--- src/rtl/writeback.sv ---
// Final pipeline stage: M/W register feeding register-file write, forwarding tap and commit port.
// It also keeps the retired-instruction counter and the sticky halt flag.
module writeback #(
   parameter int XLEN    = 64,
   parameter int REGADDR = 5
) (
   input  logic               clk,
   input  logic               reset,
   input  logic               in_valid,
   input  logic [XLEN-1:0]    in_pc,
   input  logic [XLEN-1:0]    in_result,
   input  logic [REGADDR-1:0] in_rd,
   input  logic               in_regwrite,
   input  logic               in_addr31,
   input  logic               in_halt,
   input  logic               hold,
   input  logic               flush,
   output logic               rf_we,
   output logic [REGADDR-1:0] rf_wa,
   output logic [XLEN-1:0]    rf_wd,
   output logic               fwd_valid,
   output logic [REGADDR-1:0] fwd_rd,
   output logic [XLEN-1:0]    fwd_data,
   output logic               commit_valid,
   output logic [XLEN-1:0]    commit_pc,
   output logic               commit_skip,
   output logic [XLEN-1:0]    instret,
   output logic               halted
);

   localparam logic [XLEN-1:0] ONE = XLEN'(1);

   logic               r_v;
   logic [XLEN-1:0]    r_pc;
   logic [XLEN-1:0]    r_result;
   logic [REGADDR-1:0] r_rd;
   logic               r_regwrite;
   logic               r_addr31;
   logic               r_halt;
   logic               r_done;
   logic [XLEN-1:0]    r_instret;
   logic               r_halted;

   logic w_live;
   logic w_rd_nz;
   logic w_stop;

   assign w_live  = r_v & ~r_done;
   assign w_rd_nz = (r_rd != '0);
   // A retiring halt already blocks the capture at its own closing edge, so
   // nothing behind it can become live once halted is visible.
   assign w_stop  = r_halted | (w_live & r_halt);

   always_ff @(posedge clk) begin
      if (reset) begin
         r_v        <= 1'b0;
         r_pc       <= '0;
         r_result   <= '0;
         r_rd       <= '0;
         r_regwrite <= 1'b0;
         r_addr31   <= 1'b0;
         r_halt     <= 1'b0;
         r_done     <= 1'b0;
         r_instret  <= '0;
         r_halted   <= 1'b0;
      end else begin
         if (w_live) begin
            r_instret <= r_instret + ONE;
         end
         if (w_live & r_halt) begin
            r_halted <= 1'b1;
         end

         if (flush) begin
            r_v    <= 1'b0;
            r_done <= 1'b0;
         end else if (w_stop) begin
            r_v    <= 1'b0;
            r_done <= 1'b0;
         end else if (hold) begin
            r_done <= r_v;
         end else begin
            r_v        <= in_valid;
            r_pc       <= in_pc;
            r_result   <= in_result;
            r_rd       <= in_rd;
            r_regwrite <= in_regwrite;
            r_addr31   <= in_addr31;
            r_halt     <= in_halt;
            r_done     <= 1'b0;
         end
      end
   end

   assign rf_we        = w_live & r_regwrite & w_rd_nz;
   assign rf_wa        = r_rd;
   assign rf_wd        = r_result;

   // Forwarding ignores done: a held entry is still the newest value for rd.
   assign fwd_valid    = r_v & r_regwrite & w_rd_nz;
   assign fwd_rd       = r_rd;
   assign fwd_data     = r_result;

   assign commit_valid = w_live;
   assign commit_pc    = r_pc;
   assign commit_skip  = r_addr31 & w_live;

   assign instret      = r_instret;
   assign halted       = r_halted;

endmodule
--- config.mk ---
export PLATFORM = sky130hd
export DESIGN_NAME = writeback
export DESIGN_NICKNAME = d
export VERILOG_FILES = /design/src/rtl/writeback.sv
export SDC_FILE = /design/constraint.sdc
export NUM_CORES = 1
export LEC_CHECK = 0
export CAP_MARGIN = 20
export CORE_AREA = 2 2 161 163
export CTS_CLUSTER_SIZE = 10
export DETAILED_ROUTE_END_ITERATION = 7
export DIE_AREA = 0 0 163 165
export GPL_ROUTABILITY_DRIVEN = 0
export GPL_TIMING_DRIVEN = 0
export PLACE_DENSITY = 0.7
export SETUP_SLACK_MARGIN = 0.1
export SLEW_MARGIN = 20
export SYNTH_ARGS = -nofsm -noshare
export SYNTH_HDL_FRONTEND = slang
export SYNTH_SLANG_ARGS = --single-unit
--- constraint.sdc ---
create_clock -name clk -period 5.7 [get_ports clk]
set_clock_uncertainty 0.1 [all_clocks]
set_input_delay 0.57 -clock clk [delete_from_list [all_inputs] [get_ports clk]]
set_output_delay 0.57 -clock clk [all_outputs]
set_load 0.02 [all_outputs]
# --- Word-level counts from Yosys, hierarchy flattened ---
# Index checks and enable logic that the tools add are counted.
op_classes:
  addsub: 1
  n_bitwise: 12
  n_reduce_logical: 4
ops:
  columns: ["op", "count"]
  rows:
  - ["adder 64 x 1 -> 64 bit (second input constant)", 1]
  - ["bitwise AND 1 bit", 7]
  - ["nonzero test 5 bit", 1]
  - ["NOT 1 bit", 4]
  - ["OR reduction 4 bit", 1]
  - ["AND reduction 3 bit", 1]
  - ["OR reduction 3 bit", 1]
  - ["bitwise OR 1 bit", 1]
word_totals:
  regBits: 203
  out_inout_bits: 271
  wordCells: 27

# --- Longest topological paths before layout ---
depth:
  depth_word: 6
  depth_mapped: 9
  depth_no_buf: 6

# --- Least setup slack after synthesis ---
# OpenSTA, ideal clock, no wires.
synth_timing:
  path_type: "flip-flop to flip-flop"
  from: "register r_instret[23], in the netlist instret[23]"
  to: "register r_instret[63], in the netlist instret[63]"
  setup_ns: 0.070
  t_arrival_ns: 2.411
  setup_slack_ns: 3.119
  path_stages_with_launch: 8
  synth_period_minus_slack_ns: 2.581
  path_cell_list: "dfxtp_1 -> nand3_1 -> or3_1 -> buf_2 -> or4_1 -> buf_2 -> or4_1 -> a21oi_1"
synth_via:
  elab_chain_cells: 1
synth_rtl:
  columns: ["item", "line_no", "rtl"]
  rows:
  - ["start: declaration", "41", "logic [XLEN-1:0] r_instret;"]
  - ["start signal: assignment", "68", "r_instret <= r_instret + ONE;"]
  - ["adder 64 x 1 -> 64 bit", "68", null]
# Every way passes these cells.
# A chain may end at the register's enable or synchronous reset.

# --- Worst setup path in the final report ---
layout_timing:
  from: "register r_v"
  to: "register r_pc[18], in the netlist commit_pc[18]"
layout_via:
  elab_chain_cells: 5
layout_rtl:
  columns: ["item", "line_no", "rtl"]
  rows:
  - ["start: declaration", "33", "logic r_v;"]
  - ["start signal: assignment", "83", "r_v <= in_valid;"]
  - ["bitwise AND 1 bit", "48", "assign w_live = r_v & ~r_done;"]
  - ["bitwise AND 1 bit", "52", "assign w_stop = r_halted | (w_live & r_halt);"]
  - ["bitwise OR 1 bit", "52", null]
  - ["NOT 1 bit (no line)", null, null]
  - ["AND reduction 3 bit (no line)", null, null]
  - ["end signal: assignment", "84", "r_pc <= in_pc;"]
  - ["end: declaration", "34", "logic [XLEN-1:0] r_pc;"]
# Every way passes these cells.

==> flow_metrics.tcl <==
set metrics [dict create \
    drc_errors 0 \
    cts_tree "yes" \
    cts_max_level 1 \
    syn_avg_cell_area_um2 8.00 \
    wl_um 30700 \
    fin_crit_sh 0.587 \
    setup_viol 0 \
    yosysSeqAreaShare 0.489 \
    cp.arrival_ps 3670 \
    yosys_warnings 0 \
    fin_nets 1618 \
    final_layout_size_suffix_gt1_frac 0.0736 \
    hold_path_depth 2 \
    slew_violations 0 \
    ctsRootBufferMaster "clkbuf_16" \
    crit_fanout 10 \
    num_rows 58 \
    min_delay_worst_endpoint "r_addr31$_SDFFE_PP0P_" \
    die_h_um 165 \
    dp_hpwl_um 23600 \
    core-area_um2 25000 \
    clk_path_buf_depth 3 \
    clkLatencyLatePin_ps 510 \
    start_kind "flop" \
    synth_area_leaders "dfxtp_1 49%, nand2_1 13%, a21oi_1 9.8%" \
    min_from "r_addr31$_SDFFE_PP0P_" \
    multi_input_area_um2 3480 \
    endpoint_kind "flop" \
    yosysTopAreaCellShare 0.489 \
    postRouteAntennaNets 0 \
    syn_area_um2 8320 \
    power.density_nw_per_um2 248 \
    syn_inst 1039 \
    track_usage 0.215 \
    cts_hold_buf 0 \
    num_antenna_cells 0 \
    setup_ws_ps 2350 \
    drv_cap 0 \
    overflow 0 \
    place_ws_ps 2260 \
    grt_pass1_vias 8136 \
    layout_common_cells "411 x clkdlybuf4s50_1, 299 x nand2_1, 203 x dfxtp_1, 163 x a21oi_1, 69 x buf_4" \
    ys_types 42 \
    rsz0062_at_grt "no" \
    leakagePower_nw 4.77 \
    area_delta_synth_final_pct 62.4 \
    period_minus_slack_ps 3350 \
    die-area_um2 26900 \
    yosys.area.top_type "dfxtp_1" \
    n_fill_cell 2338 \
    path_clk_slew_ps 60 \
    cts_setup_buffers 0 \
    synth-seq-cells 203 \
    initial_core_util 0.332 \
    antenna_found_initial 0 \
    required_ps 6030 \
    r2r_end "commit_pc[18]$_SDFFE_PP0P_" \
    tns_ps 0 \
    status "finished clean" \
    synthArstFlopShare 0 \
    final_util 0.539 \
    fmax_mhz 299 \
    die_x_um 163 \
    regArea_um2 4060 \
    cts_resized 0 \
    vias 8672 \
    port_buffers 411 \
    fin_cells 1810 \
    reg2regPathDepth 9 \
    cts_made_buffers 24 \
    finalHoldViolCount 0 \
    r2r_start "r_v$_SDFFE_PP0N_" \
    hold_class "flop to flop" \
    grt_max_degree 12 \
    r2r_slack_ps 2350 \
    ios 412 \
    grt_first_pass_wirelength_um 45400 \
    tightest_slew_ps 927 \
    synth_top_flop_cell "dfxtp_1" \
    mostFrequentLayoutCell "clkdlybuf4s50_1" \
    clock-sinks 203 \
    dp_cells 1780 \
    ir_worst_vdd_mv 0.149 \
    firstDrtPassIters 5 \
    vias_per_cell 4.79 \
    synth_edf_count 0 \
    drtIter0Drc 433 \
    critPathKind "flop to flop" \
    max_slew_margin 0.377 \
    syn_nets 1181 \
    wire_per_inst_um 16.9 \
]
==> worst max path at each step <==
stage / startpoint / to
floorplan: instret[23]$_SDFFE_PP0N_ / instret[63]$_SDFFE_PP0N_
global placement: r_v$_SDFFE_PP0N_ / commit_pc[34]$_SDFFE_PP0P_
detailed placement: r_v$_SDFFE_PP0N_ / commit_pc[62]$_SDFFE_PP0P_
CTS: r_v$_SDFFE_PP0N_ / commit_pc[18]$_SDFFE_PP0P_
global route: r_v$_SDFFE_PP0N_ / commit_pc[62]$_SDFFE_PP0P_
finish: r_v$_SDFFE_PP0N_ / commit_pc[18]$_SDFFE_PP0P_
==> report_power, final <==
| part | switching, W | internal, W | total [W] |
|---|---|---|---|
| Combinational | 0.000230 | 0.000252 | 0.000482 |
| Clock | 0.000572 | 0.000801 | 0.00137 |
| Sequential | 0.0000340 | 0.00147 | 0.00150 |
| Total | 0.000836 | 0.00252 | 0.00335 |
==> critical path, stage by stage (launching register included) <==
cell	delay, ps
dfxtp_1	510
nor2b_1	180
clkbuf_1	340
a21oi_1	200
or3b_2	220
clkbuf_1	540
clkbuf_1	480
buf_1	420
nand2_1	100
a21oi_1	180
==> final cells by class <==
class,instances,area share
repair buffers,411,0.305
flip-flops and latches,203,0.301
multi-input cells,701,0.257
plain buffers,130,0.0560
clock buffers,30,0.0492
well taps,330,0.0306
inverters,5,0.00139
==> routing by layer <==
| metal | share of wire | global-route usage | vias to the layer above |
|---|---|---|---|
| met4 | 0.034 | 0.0752 | 0 |
| met2 | 0.49 | 0.375 | 324 |
| met5 | 0 | 0 | - |
| met1 | 0.40 | 0.253 | 3993 |
| li1 | - | - | 4298 |
| met3 | 0.082 | 0.0608 | 57 |
==> cells in the mapped netlist (8+ instances only) <==
library cell / instances
nand3_1: 18
or4_1: 18
buf_4: 69
dfxtp_1: 203
nor4_1: 9
o31ai_1: 15
nor2_1: 49
nand4_1: 28
xnor2_1: 9
and3_1: 8
clkbuf_1: 55
a21oi_1: 163
nand2_1: 299
or3_1: 12
xor2_1: 27
==> metrics by stage <==
stage	power, W	hold slack [ps]	cell area [um2]
floorplan	0.00173	332	8320
global placement	0.00201	340	12800
detailed placement	0.00201	343	12800
CTS	0.00340	350	13500
global route	0.00349	367	13500
finish	0.00335	349	13500
==> registers in the layout, indices dropped and copies added (netlist names) <==
register / count
instret: 64
r_halt: 1
r_addr31: 1
r_done: 1
fwd_rd: 5
halted: 1
fwd_data: 64
r_v: 1
r_regwrite: 1
commit_pc: 64
==> cell families after synthesis <==
family,count (synthesis),share of synthesized area
AO/OA/AOI/OAI,193,0.124
XOR/XNOR,36,0.0379
adder cells (fa/ha/maj),1,0.00150
buffers and inverters,135,0.0933
flip-flops,203,0.489
multiplexers,1,0.00120
AND/OR/NAND/NOR,470,0.253
No activity file was read; power rests on OpenSTA's default activity.
